## src/rtl/fetch_stage.sv

```systemverilog
// Instruction-fetch stage with IF/ID pipeline register. Owns the PC, talks to
// instruction memory over req/ready, and honours decode stall and redirect flush.
module fetch_stage #(
  parameter logic [31:0] RESET_PC = 32'h0000_0000
) (
  input  logic        Clock,
  input  logic        Reset,
  input  logic        Stall,
  input  logic        Redirect,
  input  logic [31:0] RedirectPC,
  output logic        IMemReq,
  output logic [31:0] IMemAddr,
  input  logic        IMemReady,
  input  logic [31:0] IMemData,
  output logic [31:0] Instruction,
  output logic [31:0] InstrPC,
  output logic [31:0] PCPlus4,
  output logic        InstrValid
);

  typedef enum logic [1:0] {
    FETCH   = 2'd0,
    HOLD    = 2'd1,
    DISCARD = 2'd2
  } state_t;

  state_t      state_r;
  logic [31:0] pc_r;
  logic [31:0] pending_pc_r;
  logic [31:0] skid_r;
  logic        req_r;

  logic [31:0] target_s;
  logic [31:0] pc_plus4_s;
  logic        hit_s;
  logic        unused_s;

  assign target_s   = {RedirectPC[31:2], 2'b00};
  assign pc_plus4_s = pc_r + 32'd4;
  // Ready only counts while a request is actually on the bus.
  assign hit_s      = req_r & IMemReady;
  assign unused_s   = ^RedirectPC[1:0];

  assign IMemReq  = req_r;
  assign IMemAddr = pc_r;

  // Fetch FSM, PC, skid buffer and IF/ID register.
  always_ff @(posedge Clock) begin
    if (Reset) begin
      state_r      <= FETCH;
      pc_r         <= {RESET_PC[31:2], 2'b00};
      pending_pc_r <= 32'd0;
      skid_r       <= 32'd0;
      req_r        <= 1'b0;
      Instruction  <= 32'd0;
      InstrPC      <= 32'd0;
      PCPlus4      <= 32'd0;
      InstrValid   <= 1'b0;
    end else begin
      case (state_r)
        FETCH: begin
          req_r <= 1'b1;
          if (Redirect) begin
            Instruction <= 32'd0;
            InstrPC     <= 32'd0;
            PCPlus4     <= 32'd0;
            InstrValid  <= 1'b0;
            if (req_r && !IMemReady) begin
              // Request already on the bus must complete before refetching.
              pending_pc_r <= target_s;
              state_r      <= DISCARD;
            end else begin
              pc_r    <= target_s;
              state_r <= FETCH;
            end
          end else if (hit_s) begin
            if (Stall) begin
              skid_r  <= IMemData;
              req_r   <= 1'b0;
              state_r <= HOLD;
            end else begin
              Instruction <= IMemData;
              InstrPC     <= pc_r;
              PCPlus4     <= pc_plus4_s;
              InstrValid  <= 1'b1;
              pc_r        <= pc_plus4_s;
              state_r     <= FETCH;
            end
          end else if (!Stall) begin
            Instruction <= 32'd0;
            InstrPC     <= 32'd0;
            PCPlus4     <= 32'd0;
            InstrValid  <= 1'b0;
            state_r     <= FETCH;
          end else begin
            state_r <= FETCH;
          end
        end

        HOLD: begin
          if (Redirect) begin
            Instruction <= 32'd0;
            InstrPC     <= 32'd0;
            PCPlus4     <= 32'd0;
            InstrValid  <= 1'b0;
            skid_r      <= 32'd0;
            pc_r        <= target_s;
            req_r       <= 1'b1;
            state_r     <= FETCH;
          end else if (Stall) begin
            req_r   <= 1'b0;
            state_r <= HOLD;
          end else begin
            Instruction <= skid_r;
            InstrPC     <= pc_r;
            PCPlus4     <= pc_plus4_s;
            InstrValid  <= 1'b1;
            pc_r        <= pc_plus4_s;
            req_r       <= 1'b1;
            state_r     <= FETCH;
          end
        end

        DISCARD: begin
          req_r       <= 1'b1;
          Instruction <= 32'd0;
          InstrPC     <= 32'd0;
          PCPlus4     <= 32'd0;
          InstrValid  <= 1'b0;
          if (Redirect) begin
            pending_pc_r <= target_s;
          end else begin
            pending_pc_r <= pending_pc_r;
          end
          if (IMemReady) begin
            pc_r    <= Redirect ? target_s : pending_pc_r;
            state_r <= FETCH;
          end else begin
            state_r <= DISCARD;
          end
        end

        default: begin
          req_r       <= 1'b1;
          Instruction <= 32'd0;
          InstrPC     <= 32'd0;
          PCPlus4     <= 32'd0;
          InstrValid  <= 1'b0;
          state_r     <= FETCH;
        end
      endcase
    end
  end

endmodule

```

## config.mk

```make
export PLATFORM = sky130hd
export DESIGN_NAME = fetch_stage
export DESIGN_NICKNAME = d
export VERILOG_FILES = /design/src/rtl/fetch_stage.sv
export SDC_FILE = /design/constraint.sdc
export NUM_CORES = 1
export LEC_CHECK = 0
export ABC_CLOCK_PERIOD_IN_PS = 3400
export CORE_MARGIN = 8
export CORE_UTILIZATION = 54
export DETAILED_ROUTE_END_ITERATION = 16
export GPL_TIMING_DRIVEN = 0
export PLACE_DENSITY = 0.86
export SYNTH_ARGS = -nofsm -noshare
export SYNTH_HDL_FRONTEND = slang
export SYNTH_SLANG_ARGS = --single-unit
```

## constraint.sdc

```tcl
create_clock -name Clock -period 3.4 [get_ports Clock]
set_input_delay 0.68 -clock Clock [delete_from_list [all_inputs] [get_ports Clock]]
set_output_delay 0.68 -clock Clock [all_outputs]
set_load 0.1 [all_outputs]
```

==> insert_results.sql <==
INSERT INTO impl_metrics (metric_group, metric, value, unit) VALUES
('floorplan', 'die-area', '0.02024', 'mm²'),
('layout', 'drive_above_1_share', '0.04037', ''),
('yosys', 'synth_largest_type_area_fraction', '0.4558', ''),
('yosys', 'synth.lib_cells_used.distinct', '56', ''),
('setup_path', 'critPathRequiredTime', '3.70', 'ns'),
('clock_tree', 'cts_tree', 'yes', ''),
('setup_path', 'reg2reg_to', 'IMemAddr[26]', ''),
('setup_path', 'worst_path_most_repeated_cell', 'sky130_fd_sc_hd__clkbuf_1', ''),
('routing', 'drc_errors', '0', ''),
('yosys', 'synthesis.yosys.warnings', '0', ''),
('yosys', 'synth_edf_count', '0', ''),
('sta', 'slew_at_the_pin_closest_to_its_max_slew_limit', '1.027', 'ns'),
('routing', 'drtIter0Drc', '922', ''),
('place', 'io_buffers', '195', ''),
('setup_path', 'critPathKind', 'primary input to flop', ''),
('global_route', 'global_route.usage.total', '0.2748', ''),
('yosys', 'synthMostInstantiatedCell', 'sky130_fd_sc_hd__dfxtp_1', ''),
('yosys', 'synthesis.area_per_instance', '8.113', 'µm²'),
('routing', 'vias', '8864', ''),
('setup_path', 'crit_chain', 'clkdlybuf4s50_1 -> clkbuf_1 -> clkbuf_1 -> clkbuf_1 -> o21ai_0 -> a31oi_1 -> o32ai_1', ''),
('sta', 'whs', '0.4466', 'ns'),
('clock_tree', 'path_clk_slew', '0.07', 'ns'),
('sta', 'fmaxAchievable', '339.0', 'MHz'),
('layout', 'antenna_cells_inserted', '0', ''),
('yosys', 'synth.top_cells.by_count', 'sky130_fd_sc_hd__dfxtp_1 (196), sky130_fd_sc_hd__nand2_1 (171), sky130_fd_sc_hd__a21oi_1 (110)', ''),
('setup_path', 'setup.worst_path.start_class', 'primary input', ''),
('worst_hold_path', 'hp-class', 'flop to flop', ''),
('clock_tree', 'cts_max_level', '4', ''),
('setup_path', 'r2r_setup_slack', '0.53', 'ns'),
('sta', 'slew-limit-headroom', '0.3132', ''),
('routing', 'wirelength', '28470', 'µm'),
('setup_path', 'cpPeakStageDelay', '0.64', 'ns'),
('yosys', 'syn_inst', '1061', ''),
('yosys', 'synth.ff_latch_count', '196', ''),
('yosys', 'yosys_most_used_dff', 'sky130_fd_sc_hd__dfxtp_1', ''),
('global_route', 'grt_pass1_vias', '8389', ''),
('sta', 'report.final.setup_viol', '0', ''),
('yosys', 'async_reset_ff_frac', '0', ''),
('global_route', 'number_of_antenna_violations_at_the_first_check_in_global_routing', '0', ''),
('clock_tree', 'clock_tree.buffer_depth', '2', ''),
('routing', 'viasPerCell', '5.894', ''),
('clock_tree', 'sinks_on_clock_net', '196', ''),
('setup_path', 'worstReg2RegStart', 'IMemAddr[2]', ''),
('worst_hold_path', 'hold_path.startpoint', 'PCPlus4[27]', ''),
('status', 'run_status', 'finished, final reports clean', ''),
('place', 'gp_routability_congestion', '0.9559', ''),
('setup_path', 'r2r_cells', '6', ''),
('worst_hold_path', 'hold_path_end', 'PCPlus4[27]', ''),
('floorplan', 'die_span_in_y', '142.3', 'µm'),
('power', 'cellLeakagePower', '0.004014', 'µW'),
('global_route', 'globalRouteOverflowTotal', '0', ''),
('floorplan', 'ioPinCount', '199', ''),
('global_route', 'grt_first_pass_wirelength', '44250', 'µm'),
('yosys', 'postSynthNetCount', '1131', ''),
('setup_path', 'worst_setup_path_end_kind', 'flop', ''),
('sta', 'clock-skew-final', '0.008286', 'ns'),
('sta', 'timing.final.max_slew_violations', '0', ''),
('yosys', 'synth.top_cells.by_area', 'sky130_fd_sc_hd__dfxtp_1 (46%), sky130_fd_sc_hd__nand2_1 (7.5%), sky130_fd_sc_hd__a21oi_1 (6.4%)', ''),
('setup_path', 'worst-endpoint-arrival', '3.25', 'ns'),
('clock_tree', 'cts_inserted_buffers', '17', ''),
('place', 'hpwlAfterDp', '21080', 'µm'),
('yosys', 'synth.yosys.seq_area_share', '0.4558', ''),
('routing', 'antenna_left', '0', ''),
('floorplan', 'initial_core_util', '0.5479', ''),
('floorplan', 'chipWidth', '142.3', 'µm'),
('worst_hold_path', 'timing.hold.worst_path_depth', '2', ''),
('place', 'dpl.cell_count', '1472', ''),
('setup_path', 'cp_max_fo', '10', ''),
('yosys', 'synth.largest_area_cell', 'sky130_fd_sc_hd__dfxtp_1', ''),
('layout', 'post_layout_nonfiller_instances', '1504', ''),
('global_route', 'maximum_number_of_pins_on_one_net_before_global_route_repair', '18', '');
## layer usage
| metal | track usage | part of all wire |
|---|---|---|
| met4 | 0.1436 | 0.037 |
| met3 | 0.07011 | 0.099 |
| met2 | 0.4526 | 0.47 |
| met1 | 0.3241 | 0.39 |
| met5 | 0 | 0 |
## cell type report
type                    instances  area [µm²]
clock inverters                13       168.9
plain buffers                  97       379.1
flip-flops and latches        196        3924
repair buffers                195        1952
clock buffers                  19       452.9
inverters                       9       33.78
multi-input cells             759        4272
fillers                      1222        4260
well taps                     216       270.3
## how the worst max path moves through the flow
stage	cells past startpoint	from	to	slack, ns
after detailed placement	7	Redirect	IMemAddr[14]	0.11
after global routing	7	Redirect	IMemAddr[14]	0.37
after CTS	1	IMemAddr[2]	IMemAddr[2]	0.49
final	7	Redirect	IMemAddr[14]	0.45
after global placement	7	Redirect	IMemAddr[14]	0.12
after floorplan	7	IMemAddr[10]	IMemAddr[19]	0.45
## report_power, final
part | total (µW) | internal, µW | leakage (µW) | switching (µW)
logic | 1000 | 288 | 0.00212 | 717
clock network | 2120 | 1210 | 0.000305 | 910
registers | 2440 | 2370 | 0.00159 | 73.8
## registers in the layout, indices dropped and copies added (netlist names)
signal	count
IMemAddr	32
InstrPC	32
Instruction	32
PCPlus4	32
pending_pc_r	32
skid_r	32
state_r	2
IMemReq	1
InstrValid	1
## cells in the final DEF (no fill, tap or decap), types with 12 or more instances in the layout
cell type                         netlist  layout
sky130_fd_sc_hd__nand4_1               12      12
sky130_fd_sc_hd__xnor2_1               14      14
sky130_fd_sc_hd__a22o_1                32      32
sky130_fd_sc_hd__a22oi_1               38      38
sky130_fd_sc_hd__o21ai_0               57      57
sky130_fd_sc_hd__clkdlybuf4s50_1        0     195
sky130_fd_sc_hd__clkbuf_1              83      83
sky130_fd_sc_hd__clkbuf_16              0      17
sky130_fd_sc_hd__nor2_1               108     108
sky130_fd_sc_hd__nor3_1                15      15
sky130_fd_sc_hd__nand3_1               49      49
sky130_fd_sc_hd__dfxtp_1              196     196
sky130_fd_sc_hd__nand2_1              171     171
sky130_fd_sc_hd__xor2_1                13      13
sky130_fd_sc_hd__a21oi_1              110     110
sky130_fd_sc_hd__mux2i_1               35      35
## per-stage QoR
step / power (µW) / cell area (µm²) / util / worst slack, ns
3_5_place_dp: 3484 / 10830 / 0.6893 / 0.1096
5_1_grt: 5739 / 11450 / 0.7289 / 0.3732
2_1_floorplan: 3155 / 8608 / - / 0.4478
6_report: 5566 / 11450 / 0.7289 / 0.4498
4_1_cts: 5566 / 11450 / 0.7289 / 0.4940
3_3_place_gp: 3467 / 10830 / 0.6893 / 0.1219
## worst max-delay path, delay by kind of cell
| family | cells | cell delay (ns) |
|---|---|---|
| AOI/OAI and AO/OA | 3 | 0.56 |
| buffers and inverters | 4 | 1.99 |
## kinds of logic after synthesis
| kind of cell | count (synthesis) | share of synthesized area |
|---|---|---|
| xor+xnor | 27 | 0.02747 |
| simple gates | 414 | 0.2230 |
| buf+inv | 106 | 0.04797 |
| flops | 196 | 0.4558 |
| fa+ha+maj | 1 | 0.001453 |
| compound gates | 282 | 0.2036 |
| mux | 35 | 0.04070 |
No activity file was read; power rests on OpenSTA's default activity.
